**src/rtl/uart_rx_sync.sv**
```systemverilog
`default_nettype none
// ============================================================================
//  Module   : uart_rx_sync
//  Purpose  : 8N1 UART byte receiver. Two-flop synchroniser on the serial
//             line, 3-sample majority vote at mid-bit, start-bit glitch
//             rejection and framing-error detection. All outputs are
//             registered single-cycle pulses in the clk domain.
//  Ports    : clk            - system clock
//             rst_n          - synchronous active-low reset
//             rx_serial_line - asynchronous serial input, idle high
//             rx_ready       - 1-cycle pulse, rx_data holds a new byte
//             rx_data[7:0]   - last good byte (LSB received first)
//             rx_frame_err   - 1-cycle pulse, stop bit sampled low
//             rx_busy        - high whenever the receiver is not idle
//  Revision : 1.0 - initial release
// ============================================================================
module uart_rx_sync #(
    parameter int CLK_PER_BIT = 16
) (
    input  logic       clk,
    input  logic       rst_n,
    input  logic       rx_serial_line,
    output logic       rx_ready,
    output logic [7:0] rx_data,
    output logic       rx_frame_err,
    output logic       rx_busy
);

    localparam int c_CNT_W = $clog2(CLK_PER_BIT);
    localparam int c_HALF  = CLK_PER_BIT / 2;

    localparam logic [c_CNT_W-1:0] c_CNT_MAX = c_CNT_W'(CLK_PER_BIT - 1);
    localparam logic [c_CNT_W-1:0] c_CNT_ONE = c_CNT_W'(1);
    localparam logic [c_CNT_W-1:0] c_SAMP_A  = c_CNT_W'(c_HALF - 1);
    localparam logic [c_CNT_W-1:0] c_SAMP_B  = c_CNT_W'(c_HALF);
    localparam logic [c_CNT_W-1:0] c_SAMP_C  = c_CNT_W'(c_HALF + 1);

    typedef enum logic [2:0] {
        ST_IDLE  = 3'd0,
        ST_START = 3'd1,
        ST_DATA  = 3'd2,
        ST_STOP  = 3'd3,
        ST_BREAK = 3'd4
    } state_t;

    state_t             r_state;
    logic               r_sync1;
    logic               r_rxs;
    logic               r_prev;
    logic [2:0]         r_fill;
    logic [c_CNT_W-1:0] r_cnt;
    logic               r_s0;
    logic               r_s1;
    logic [2:0]         r_bit_idx;
    logic [7:0]         r_shreg;

    logic               w_edge;
    logic               w_vote;
    logic               w_decide;

    // The synchroniser and prev flops come out of reset forced high. r_fill
    // tracks when prev genuinely reflects the pin, so a line that is already
    // low at reset release is never mistaken for a falling edge.
    assign w_edge   = r_fill[2] & r_prev & ~r_rxs;
    assign w_vote   = (r_s0 & r_s1) | (r_s0 & r_rxs) | (r_s1 & r_rxs);
    assign w_decide = (r_cnt == c_SAMP_C);
    assign rx_busy  = (r_state != ST_IDLE);

    always_ff @(posedge clk) begin
        if (!rst_n) begin
            r_state      <= ST_IDLE;
            r_sync1      <= 1'b1;
            r_rxs        <= 1'b1;
            r_prev       <= 1'b1;
            r_fill       <= 3'b000;
            r_cnt        <= c_CNT_ONE;
            r_s0         <= 1'b1;
            r_s1         <= 1'b1;
            r_bit_idx    <= 3'd0;
            r_shreg      <= 8'h00;
            rx_ready     <= 1'b0;
            rx_frame_err <= 1'b0;
            rx_data      <= 8'h00;
        end else begin
            r_sync1      <= rx_serial_line;
            r_rxs        <= r_sync1;
            r_prev       <= r_rxs;
            r_fill       <= {r_fill[1:0], 1'b1};
            rx_ready     <= 1'b0;
            rx_frame_err <= 1'b0;

            if (r_cnt == c_SAMP_A) r_s0 <= r_rxs;
            if (r_cnt == c_SAMP_B) r_s1 <= r_rxs;
            r_cnt <= (r_cnt == c_CNT_MAX) ? '0 : r_cnt + c_CNT_ONE;

            case (r_state)
                ST_IDLE: begin
                    // The edge-detect cycle itself is tick 0 of the start
                    // bit, so the timer enters START already at 1.
                    r_cnt <= c_CNT_ONE;
                    if (w_edge) r_state <= ST_START;
                end
                ST_START: begin
                    if (w_decide) begin
                        r_bit_idx <= 3'd0;
                        r_state   <= w_vote ? ST_IDLE : ST_DATA;
                    end
                end
                ST_DATA: begin
                    if (w_decide) begin
                        r_shreg   <= {w_vote, r_shreg[7:1]};
                        r_bit_idx <= r_bit_idx + 3'd1;
                        if (r_bit_idx == 3'd7) r_state <= ST_STOP;
                    end
                end
                ST_STOP: begin
                    // Leaving at mid-stop-bit lets a start bit that follows
                    // with zero idle gap be caught.
                    if (w_decide) begin
                        if (w_vote) begin
                            rx_data  <= r_shreg;
                            rx_ready <= 1'b1;
                            r_state  <= ST_IDLE;
                        end else begin
                            rx_frame_err <= 1'b1;
                            r_state      <= ST_BREAK;
                        end
                    end
                end
                ST_BREAK: begin
                    if (r_rxs) r_state <= ST_IDLE;
                end
                default: r_state <= ST_IDLE;
            endcase
        end
    end

endmodule
`default_nettype wire
```
**config.mk**
```make
export PLATFORM = sky130hd
export DESIGN_NAME = uart_rx_sync
export DESIGN_NICKNAME = d
export VERILOG_FILES = /design/src/rtl/uart_rx_sync.sv
export SDC_FILE = /design/constraint.sdc
export NUM_CORES = 1
export LEC_CHECK = 0
export ABC_AREA = 0
export BUFFER_PORTS_ARGS = -buffer_cell sky130_fd_sc_hd__buf_2
export CAP_MARGIN = 20
export CORE_ASPECT_RATIO = 0.7
export CORE_MARGIN = 2
export CORE_UTILIZATION = 57
export CTS_CLUSTER_DIAMETER = 120
export DETAILED_ROUTE_END_ITERATION = 8
export PLACE_DENSITY_LB_ADDON = 0.1
export SLEW_MARGIN = 20
export SYNTH_ARGS = -nofsm -noshare
export SYNTH_HDL_FRONTEND = slang
export SYNTH_SLANG_ARGS = --single-unit
```
**constraint.sdc**
```tcl
create_clock -name clk -period 4.1 [get_ports clk]
set_clock_uncertainty 0.05 [all_clocks]
set_input_delay 0.82 -clock clk [delete_from_list [all_inputs] [get_ports clk]]
set_output_delay 0.82 -clock clk [all_outputs]
set_load 0.005 [all_outputs]
```
Word-level counts from Yosys, hierarchy flattened
Index checks and enable logic that the tools add are counted.
{"block": "word_totals", "reg_bits": 36, "input_bits": 3, "output_inout_bits": 11, "word_cells": 67}
{"block": "op_classes", "add_sub_neg": 2, "n_eq_ne": 15, "n_mux": 16, "bitwise": 9, "reduce_logical": 10}
{"op": "3-bit two-way mux", "n": 9}
{"op": "3-bit one-hot mux with 5 select lines", "n": 1}
{"op": "4-bit equality test, second input constant", "n": 3}
{"op": "2-bit inequality test, second input constant", "n": 6}
{"op": "3-bit AND reduction", "n": 3}
{"op": "3-bit by 2-bit equality test with 1-bit output, second input constant", "n": 2}
{"op": "3-bit equality test, second input constant", "n": 2}
{"op": "3-bit one-hot mux with 2 select lines", "n": 1}
{"op": "6-bit AND reduction", "n": 1}
{"op": "1-bit bitwise AND", "n": 5}
{"op": "4-bit by 1-bit adder with 4-bit output, second input constant", "n": 1}
{"op": "4-bit by 3-bit equality test with 1-bit output, second input constant", "n": 1}
{"op": "1-bit two-way mux", "n": 4}
{"op": "3-bit by 1-bit adder with 3-bit output, second input constant", "n": 1}
{"op": "3-bit by 1-bit equality test with 1-bit output, second input constant", "n": 1}
{"op": "3-bit zero test", "n": 1}
{"op": "3-bit nonzero test", "n": 1}
{"op": "3-bit OR reduction", "n": 1}
{"op": "2-bit two-way mux", "n": 1}
{"op": "1-bit inverter", "n": 2}
{"op": "1-bit bitwise OR", "n": 2}
{"op": "2-bit AND reduction", "n": 1}
{"op": "2-bit nonzero test", "n": 1}
{"op": "2-bit OR reduction", "n": 1}

Logic depth before layout (Yosys ltp)
{"block": "logic_depth", "depth_word": 6, "mapped_depth": 6, "depth_no_buf": 5}

Least setup slack after synthesis
OpenSTA, ideal clock, no wires.
{"block": "synth_path", "path_type": "register -> output", "start": "reg r_state[0]", "end": "out rx_busy", "t_arrival_ns": 0.792, "required_ns": 3.230, "setup_slack_ns": 2.438, "path_stages_with_launch": 3, "n_path_buf": 1, "path_cell_list": "dfxtp_1 -> buf_2 -> or3_1"}
{"block": "synth_between", "elab_chain_len": 1}
{"item": "from (decl)", "line_no": "46", "text": "state_t r_state;"}
{"item": "from (signal assigned)", "line_no": "106", "text": "r_state <= w_vote ? ST_IDLE : ST_DATA;"}
{"item": "3-bit nonzero test", "line_no": "67", "text": "assign rx_busy = (r_state != ST_IDLE);"}
{"item": "to (decl)", "line_no": "26", "text": "output logic rx_busy"}
No other way between the ends.

Final worst setup path
{"block": "layout_path", "start": "reg r_state[2]", "end": "out rx_busy"}
The elaborated chain is that of the path after synthesis.

==> reports/summary.txt <==
DP Wirelength: 1810 um
DR iter-0 viols: 64
hold_buf cts: 0
Area growth syn-to-layout: 9.56%
WL per Instance: 12.4 um
max_slew headroom: 51.6%
Clock Tree Root: clkbuf_8
cells on worst reg2reg path: 5
Post-Syn Area per Cell: 9.26 um^2
hold path cells: 1
synthesis-stage register bit count: 36
Gate Count Post-Synth: 161
synth warn: 0
via count: 1128
DRT Pass-1 Iters: 4
reg-to-reg slack, setup: 2170 ps
Synth cell types: 34
CTS H-Tree Depth: 2
Tcrit/Tclk final: 51.4%
worst r2r src: r_cnt[1]
post-DR vias/cell: 5.48
hold path start: r_sync1
top cells by area, synth: dfxtp_1 (48%), nand2_1 (7.0%), mux2i_1 (5.4%), a21oi_1 (4.4%), ha_1 (4.2%)
Die X: 65.1 um
I/O pins: 14
Num Clock Sinks: 36
Pwr Total: 0.000621 W
number of fill cells: 216
outcome: complete, no violations
worst hold path type: flip-flop to flip-flop
Slowest cell on crit path: or3_1
Power Density: 380 nW/um^2
largest net degree at the start of global routing: 32
CP Data Arrival Time: 1240 ps
post-cts gate resize count: 0
Routed Antenna Nets: 0
Max VDD drop: 262 uV
# rows: 15
worst slack at placement: 2120 ps
Tot GR Track Use: 19.7%
post-CTS setup buffer count: 0
port bufs: 13
Core Region: 2480 um^2
CP endpoint kind: primary output
hold slack: 369 ps
area leader, netlist: dfxtp_1
Multi-input gate area: 689 um^2
CP startpoint kind: flip-flop
Placed Cells: 198
drt total wl: 2550 um
Hold EP: r_rxs
Post-Syn Area: 1490 um^2
achievable frequency: 475 MHz
Inserted Diodes: 0
Final setup viols: 0
CP peak stage delay: 410 ps
RSZ-0062 raised after global routing: false
grt total ovfl: 0
Max Buffers Root-to-Sink: 2
register area: 721 um^2
CP startpoint: r_state[2]
vias in the first global route: 953
worst-skew pair later-pin latency: 280 ps
antenna violations before repair: 0
full die area: 3050 um^2
CP Data Required Time: 3230 ps
P_leak: 0.610 nW
die height: 46.8 um
crit path cell chain: or3_1, buf_2
type of the worst setup path: flip-flop to primary output
Initial Util: 60.2%
Worst-Margin Slew: 723 ps
CP max FO: 7
share of layout cells above drive strength 1: 15.1%
post-synthesis sequential area ratio: 48.3%
TritonCTS Buffers: 5
drc violations: 0
final setup margin: 1990 ps
CP Buf/Inv Count: 1
GP Congestion: 0.801
worst r2r dst: rx_data[7]
min Tclk post-route: 2110 ps
final slew viol count: 0
Final nets: 179
Hold Fails Final Rpt: 0
Yosys top cell area share: 48.3%
Finished Layout Cells: 206
Largest delay share family, worst path: simple AND/OR/NAND/NOR gates
Post-Synthesis Net Count: 169
setup tns final: 0 ps
max cap viols: 0
CTS clk-pin slew, worst paths: 70 ps
first-pass GRT wire length: 4370 um
CTS tree: done
## metrics by stage
stage	util, %	area, um^2
after floorplan	-	1490
after global placement	62.2	1540
after detailed placement	62.2	1540
after CTS	66.0	1630
after global routing	66.0	1630
final	66.0	1630
## area by class of cell
class                      count  share of cell area [%]
sequential                    36                    44.1
multi-input combinational    109                    42.2
clock buffer                   7                    5.28
timing repair buffer          13                    3.98
tap                           34                    2.60
inverter                       6                    1.38
clock inverter                 1                   0.459
## where the power goes
group | internal, W | switching (W) | leakage [nW]
logic | 0.00000323 | 0.00000849 | 0.274
clock network | 0.000136 | 0.000119 | 0.0445
registers | 0.000352 | 0.00000142 | 0.291
total | 0.000492 | 0.000129 | 0.610
## placed cells by master (no fill, tap or decap), drive strengths merged, types with 2 or more instances in the layout
cell type	count
o22ai	2
nand3	9
a21o	2
nand2b	5
nor2	5
xnor2	2
a21oi	13
o21ai	11
and2	2
nor4	2
buf	13
clkbuf	7
o311ai	2
dfxtp	36
ha	5
mux2i	8
inv	5
nand2	28
or3	2
nand4b	2
## how the worst max path moves through the flow
stage | end | slack (ps) | depth (start not counted)
CTS | rx_busy | 1990 | 2
finish | rx_busy | 1990 | 2
detailed placement | r_bit_idx[0] | 2120 | 3
floorplan | rx_busy | 2440 | 2
global placement | r_bit_idx[0] | 2180 | 3
global route | rx_busy | 1940 | 2
## layer usage
layer / up-vias / global-route usage [%] / wire length, um
met5: - / 0 / 0
met4: 0 / 10.0 / 48
met2: 36 / 26.4 / 981
met1: 514 / 29.0 / 1350
li1: 573 / - / -
met3: 5 / 5.76 / 172
## worst reg2reg max path, delay by kind of cell, from the launching register on
kind / cells / cell delay, ps
AND/OR/NAND/NOR: 2 / 880
flip-flops: 1 / 320
adder cells (fa/ha/maj): 1 / 260
multiplexers: 1 / 260
buffers and inverters: 1 / 90
## state kept, by name, indices dropped and copies added, names as in the netlist, 3 cells and up
register / count
r_state: 3
r_bit_idx: 3
r_cnt: 4
r_fill: 3
r_shreg: 8
rx_data: 8
## Yosys cell counts, drive strengths merged
master,number
nor4b,1
o21ai,11
and2,2
and3,1
ha,5
or3,2
nand3,9
or2,1
clkbuf,3
dfxtp,36
a21o,2
buf,7
inv,5
mux2i,8
nand2,28
xnor2,2
and4b,1
nor4,2
nand2b,5
o22ai,2
or4,1
a31oi,1
nand4b,2
maj3,1
nor3,1
a211oi,1
o311ai,2
a21oi,13
clkinv,1
nor2,5
## logic make-up (layout without fill, tap and decap cells)
group           Yosys count  count (layout)  synth area share [%]
compound gates           32              32                  12.0
fa+ha+maj                 6               6                  4.95
xor+xnor                  2               2                  1.17
simple gates             61              61                  22.7
mux                       8               8                  5.37
buf+inv                  16              27                  5.45
flops                    36              36                  48.3
(Power assumes the default switching activity.)
